[src/rtl/kf6845_pkg.sv]
// Shared types and constants for the KF6845 refresh address and cursor path.
// Pure declarations: no latency, no backpressure.
package kf6845_pkg;

    localparam int MA_WIDTH = 14;

    typedef logic [MA_WIDTH-1:0] ma_t;

    localparam logic [1:0] BLINK_STEADY = 2'b00;
    localparam logic [1:0] BLINK_OFF    = 2'b01;
    localparam logic [1:0] BLINK_16     = 2'b10;
    localparam logic [1:0] BLINK_32     = 2'b11;

    // Blink phases are "on" while the selected field_count bit is low.
    function automatic logic blink_gate(input logic [1:0] mode, input logic [4:0] field_count);
        logic on;
        on = 1'b1;
        case (mode)
            BLINK_STEADY: on = 1'b1;
            BLINK_OFF:    on = 1'b0;
            BLINK_16:     on = ~field_count[3];
            BLINK_32:     on = ~field_count[4];
            default:      on = 1'b1;
        endcase
        return on;
    endfunction

endpackage

[src/rtl/kf6845_cursor_control.sv]
// Cursor registers R10/R11/R14/R15, field counter, blink gate and MA compare.
// CURSOR registered on each character clock enable (1 char of lag); no backpressure.
module kf6845_cursor_control
    import kf6845_pkg::*;
(
    input  logic       clock_i,
    input  logic       reset_i,
    input  logic       vce_i,
    input  logic [7:0] data_i,
    input  logic       wr_r10_i,
    input  logic       wr_r11_i,
    input  logic       wr_r14_i,
    input  logic       wr_r15_i,
    input  logic       v_total_i,
    input  logic       display_i,
    input  ma_t        ma_i,
    input  logic [4:0] ra_i,
    output logic       cursor_o
);

    logic [4:0] cursor_start_q, cursor_start_d;
    logic [1:0] blink_mode_q,   blink_mode_d;
    logic [4:0] cursor_end_q,   cursor_end_d;
    ma_t        cursor_addr_q,  cursor_addr_d;
    logic [4:0] field_count_q,  field_count_d;
    logic       cursor_q,       cursor_d;
    logic       hit;

    // An inverted start/end window makes the raster test unsatisfiable, hiding the cursor.
    assign hit = display_i
               & (ma_i == cursor_addr_q)
               & (ra_i >= cursor_start_q)
               & (ra_i <= cursor_end_q)
               & blink_gate(blink_mode_q, field_count_q);

    always_comb begin
        cursor_start_d = cursor_start_q;
        blink_mode_d   = blink_mode_q;
        cursor_end_d   = cursor_end_q;
        cursor_addr_d  = cursor_addr_q;
        field_count_d  = field_count_q;
        cursor_d       = cursor_q;
        if (wr_r10_i) begin
            cursor_start_d = data_i[4:0];
            blink_mode_d   = data_i[6:5];
        end
        if (wr_r11_i) cursor_end_d = data_i[4:0];
        if (wr_r14_i) cursor_addr_d[13:8] = data_i[5:0];
        if (wr_r15_i) cursor_addr_d[7:0] = data_i;
        if (v_total_i) field_count_d = field_count_q + 5'd1;
        if (vce_i) cursor_d = hit;
    end

    always_ff @(posedge clock_i) begin
        if (reset_i) begin
            cursor_start_q <= '0;
            blink_mode_q   <= '0;
            cursor_end_q   <= '0;
            cursor_addr_q  <= '0;
            field_count_q  <= '0;
            cursor_q       <= 1'b0;
        end else begin
            cursor_start_q <= cursor_start_d;
            blink_mode_q   <= blink_mode_d;
            cursor_end_q   <= cursor_end_d;
            cursor_addr_q  <= cursor_addr_d;
            field_count_q  <= field_count_d;
            cursor_q       <= cursor_d;
        end
    end

    assign cursor_o = cursor_q;

endmodule

[src/rtl/kf6845_memory_address.sv]
// KF6845 refresh address (MA), DISPEN and CURSOR generator; MA moves 1 clock after its strobe,
// DISPEN/CURSOR lag MA by one character. No backpressure. Cursor logic gated by KF6845_CURSOR_EN.
module kf6845_memory_address
    import kf6845_pkg::*;
(
    input  logic                clock,
    input  logic                reset,
    input  logic                video_clock_enable,
    input  logic [7:0]          internal_data_bus,
    input  logic                write_cursor_start_register,
    input  logic                write_cursor_end_register,
    input  logic                write_start_address_h_register,
    input  logic                write_start_address_l_register,
    input  logic                write_cursor_h_register,
    input  logic                write_cursor_l_register,
    input  logic [7:0]          horizontal_displayed,
    input  logic                Horizontal,
    input  logic                H_Display,
    input  logic                V_Display,
    input  logic                V_Total,
    input  logic                Scanline_End,
    input  logic [4:0]          RA,
    output logic [MA_WIDTH-1:0] MA,
    output logic                DISPEN,
    output logic                CURSOR
);

    ma_t  start_addr_q, start_addr_d;
    ma_t  row_start_q,  row_start_d;
    ma_t  ma_q,         ma_d;
    logic dispen_q,     dispen_d;
    logic line_end;

    assign line_end = video_clock_enable & Horizontal;

    always_comb begin
        start_addr_d = start_addr_q;
        row_start_d  = row_start_q;
        ma_d         = ma_q;
        dispen_d     = dispen_q;
        if (write_start_address_h_register) start_addr_d[13:8] = internal_data_bus[5:0];
        if (write_start_address_l_register) start_addr_d[7:0] = internal_data_bus;
        // Start address is only sampled at frame end, so mid-frame writes never disturb MA.
        if (V_Total) begin
            ma_d        = start_addr_q;
            row_start_d = start_addr_q;
        end else if (line_end & Scanline_End) begin
            row_start_d = row_start_q + ma_t'(horizontal_displayed);
            ma_d        = row_start_q + ma_t'(horizontal_displayed);
        end else if (line_end) begin
            ma_d = row_start_q;
        end else if (video_clock_enable) begin
            ma_d = ma_q + ma_t'(1);
        end
        if (video_clock_enable) dispen_d = H_Display & V_Display;
    end

    always_ff @(posedge clock) begin
        if (reset) begin
            start_addr_q <= '0;
            row_start_q  <= '0;
            ma_q         <= '0;
            dispen_q     <= 1'b0;
        end else begin
            start_addr_q <= start_addr_d;
            row_start_q  <= row_start_d;
            ma_q         <= ma_d;
            dispen_q     <= dispen_d;
        end
    end

    assign MA     = ma_q;
    assign DISPEN = dispen_q;

`ifdef KF6845_CURSOR_EN
    kf6845_cursor_control u_cursor (
        .clock_i   (clock),
        .reset_i   (reset),
        .vce_i     (video_clock_enable),
        .data_i    (internal_data_bus),
        .wr_r10_i  (write_cursor_start_register),
        .wr_r11_i  (write_cursor_end_register),
        .wr_r14_i  (write_cursor_h_register),
        .wr_r15_i  (write_cursor_l_register),
        .v_total_i (V_Total),
        .display_i (H_Display & V_Display),
        .ma_i      (ma_q),
        .ra_i      (RA),
        .cursor_o  (CURSOR)
    );
`else
    logic unused_cursor_inputs;
    assign unused_cursor_inputs = ^{write_cursor_start_register, write_cursor_end_register,
                                    write_cursor_h_register, write_cursor_l_register, RA};
    assign CURSOR = 1'b0;
`endif

endmodule

[config.mk]
export PLATFORM = sky130hd
export DESIGN_NAME = kf6845_memory_address
export DESIGN_NICKNAME = d
export VERILOG_FILES = /design/src/rtl/kf6845_pkg.sv /design/src/rtl/kf6845_cursor_control.sv /design/src/rtl/kf6845_memory_address.sv
export SDC_FILE = /design/constraint.sdc
export NUM_CORES = 1
export LEC_CHECK = 0
export CORE_MARGIN = 3
export CORE_UTILIZATION = 52
export DETAILED_ROUTE_END_ITERATION = 8
export PLACE_DENSITY = 0.8
export SETUP_SLACK_MARGIN = 0.15
export SLEW_MARGIN = 30
export SYNTH_ARGS = -nofsm -noshare
export SYNTH_HDL_FRONTEND = slang
export SYNTH_SLANG_ARGS = --single-unit
[constraint.sdc]
create_clock -name clock -period 2.5 [get_ports clock]
set_clock_uncertainty 0.1 [all_clocks]
set_input_delay 0.5 -clock clock [delete_from_list [all_inputs] [get_ports clock]]
set_output_delay 0.5 -clock clock [all_outputs]
set_load 0.03 [all_outputs]
==> results.md <==
* Vias at 2818
* Initial core utilization at 54.7%
* Ports at 51
* Util after Layout at 73.3%
* Synth unique cells at 52
* Critical Path Fanout Max at 4
* Logic pwr share at 25.0%
* Final-report max-slew violation count at 0
* CP startpoint kind: primary input
* Dpl cells at 452
* Gr usage total at 25.4%
* P&R area growth vs syn at 34.1%
* NetSw at 0.524 mW
* Total grt overflow at 0
* Die height at 77.0 um
* Post-Syn Nets at 378
* Avg Inst Size Synth at 7.86 um^2
* Leak at 1.40 nW
* WP data required at 2580 ps
* Post-Syn Area at 2620 um^2
* Core ar. at 4790 um^2
* Antenna Violating Nets Remaining at 0
* Power per cell area at 487 nW/um^2
* Drt initial violations at 302
* Clock latency on the worst-skew pair at 300 ps
* Placer Congestion at 0.937
* Async set or reset register ratio after synthesis at 0%
* Die area at 5920 um^2
* Root Buffer: clkbuf_8
* # setup viols final at 0
* Drt total wl at 8100 um
* Most frequent cells after synthesis: 46 x nor2_1, 43 x dfxtp_1, 30 x nand2_1, 28 x a21oi_1, 17 x xnor2_1
* Die X at 77.0 um
* Worst hold path class: reg -> reg
* Routed vias/inst at 6.06
* Largest net degree at the start of global routing at 18
* Port-buffer cells at 40
* Post-Synthesis Cells at 333
* Site row count at 25
* Yosys top cell by area: dfxtp_1
* Non-filler cells, final at 465
* Seq pwr share at 45.6%
* Worst VDD drop at 0.375 mV
* TritonCTS buffer count at 5
* First-pass DRT Iterations at 5
* DP HPWL at 5520 um
* Fin nets at 442
* FF+latch count, synth at 43
* Yosys Warn Count at 0
* Max Freq at 420 MHz
* Fin crit period at 2380 ps
* Fin Hold WS at 408 ps
* Top_reg_cell synth: dfxtp_1
* Top-area cell type share of the netlist area at 32.9%
* Mean routed wirelength per cell at 17.4 um
* Dominant cells by area after synthesis: dfxtp_1 33%, nor2_1 6.6%, mux2i_1 5.7%, xnor2_1 5.7%, a21oi_1 5.4%
* CTS tree: built
* Pint at 1.18 mW
* CTS H-tree depth at 2
* Status: finished, final reports clean
* CP arrival at 2460 ps
* Unrepaired setup endpoints after global routing: yes
* Sequential element share of the synthesized area at 32.9%
* DRC viols at 0
* CTS sink count at 43
* Count leader, synth: nor2_1
* Setup TNS at 0 ps
* Final Hold Fails at 0
* WS Path Type: in -> reg
* Crit path capture type: register
* Clock-pin slew on the worst setup and hold paths at 80 ps
* Crit share post-route at 95.3%
* First-pass GRT wire length at 12200 um
* Design Power at 1.71 mW
* Post-synth EDFFs at 0
* CTS Hold Bufs at 0
* Share of cells above drive strength 1 at 17.3%
* Ant diodes at 0
* Number of global-route vias before repair at 2497
* Sw Ratio at 30.7%
* Clock share of power at 29.4%
* Longest Clk Path Bufs at 2
* Total of max-cap violations at 0
* Antenna violations before repair at 0
repair_timing:
item | CTS | global route
resized for setup | 8 | 20
pin swaps | 8 | 17
buffers inserted | 1 | 4
gates cloned | 0 | 0
setup endpoints to repair | 13 | 14
critical path: stages:
cell and delay, ps:
clkdlybuf4s50_1 410, ha_1 340, and3_1 190, a221oi_2 300, a211o_2 270, buf_6 130
nor2_2 40, xnor2_1 180, o21ai_1 100
layout by cell type (no fill, tap or decap), types with 4 or more instances in the layout:
master	synthesis	routed
nor2_1	46	44
dfxtp_1	43	42
clkdlybuf4s50_1	0	37
buf_4	1	35
nand2_1	30	30
a21oi_1	28	25
xnor2_1	17	16
mux2i_1	15	15
nand3_1	14	12
inv_1	10	10
o21ai_0	10	9
a21o_1	8	8
nor3_1	8	8
xor2_1	7	7
a31oi_1	7	7
clkbuf_8	0	7
nand4_1	6	6
a211oi_1	6	5
ha_1	9	5
and3_1	4	4
o211ai_1	4	4
a22oi_1	4	4
ha_4	0	4
layout make-up:
class	count	area, um^2
inverter	10	37.5
clock buffer	8	100
sequential	43	865
fill	361	1280
timing repair buffer	76	671
multi-input combinational	261	1750
tap	67	83.8
layer usage:
metal	global-route usage, %	vias up	routed length, um	share of wire [%]
li1	-	1309	-	-
met3	4.58	38	697	8.6
met5	0	-	0	0
met4	7.97	0	263	3.2
met1	33.0	1291	3340	41
met2	42.6	180	3790	47
sequential cells by signal, indices dropped and copies added, names as in the netlist:
| register | cells |
|---|---|
| DISPEN | 1 |
| start_addr_q | 14 |
| MA | 14 |
| row_start_q | 14 |
cell families (layout without fill, tap and decap cells):
| kind of cell | Yosys count | after routing | synth area share [%] |
|---|---|---|---|
| AOI/OAI and AO/OA | 85 | 85 | 21.4 |
| xor gates and xnor gates | 24 | 24 | 8.03 |
| adders and majority gates | 10 | 10 | 5.07 |
| buffers and inverters | 29 | 94 | 4.35 |
| DFF | 43 | 43 | 32.9 |
| muxes | 15 | 15 | 5.74 |
| other | 1 | 1 | 0.143 |
| and+or+nand+nor | 126 | 126 | 22.4 |
power by group through the flow:
stage          clock network (mW)  registers, mW  logic [mW]
3_5_place_dp                    0          0.791       0.388
2_1_floorplan                   0          0.811       0.201
3_3_place_gp                    0          0.789       0.382
6_report                    0.502          0.779       0.427
4_1_cts                     0.495          0.776       0.397
5_1_grt                     0.531          0.786       0.454
final timing paths:
path | cells past startpoint | slack (ps) | start | endpoint
worst min register to register | 2 | 410 | row_start_q[3] | row_start_q[3]
worst min-delay path | 2 | 410 | row_start_q[3] | row_start_q[3]
worst max register to register | 9 | 120 | row_start_q[0] | MA[12]
worst max-delay path | 9 | 120 | horizontal_displayed[5] | MA[12]
through the flow:
step	setup slack, ps	instance area, um^2
after CTS	131	3400
after global placement	-355	3260
after detailed placement	-416	3260
after floorplan	175	2620
after global routing	25.7	3510
final	118	3510
(Power assumes the default switching activity.)
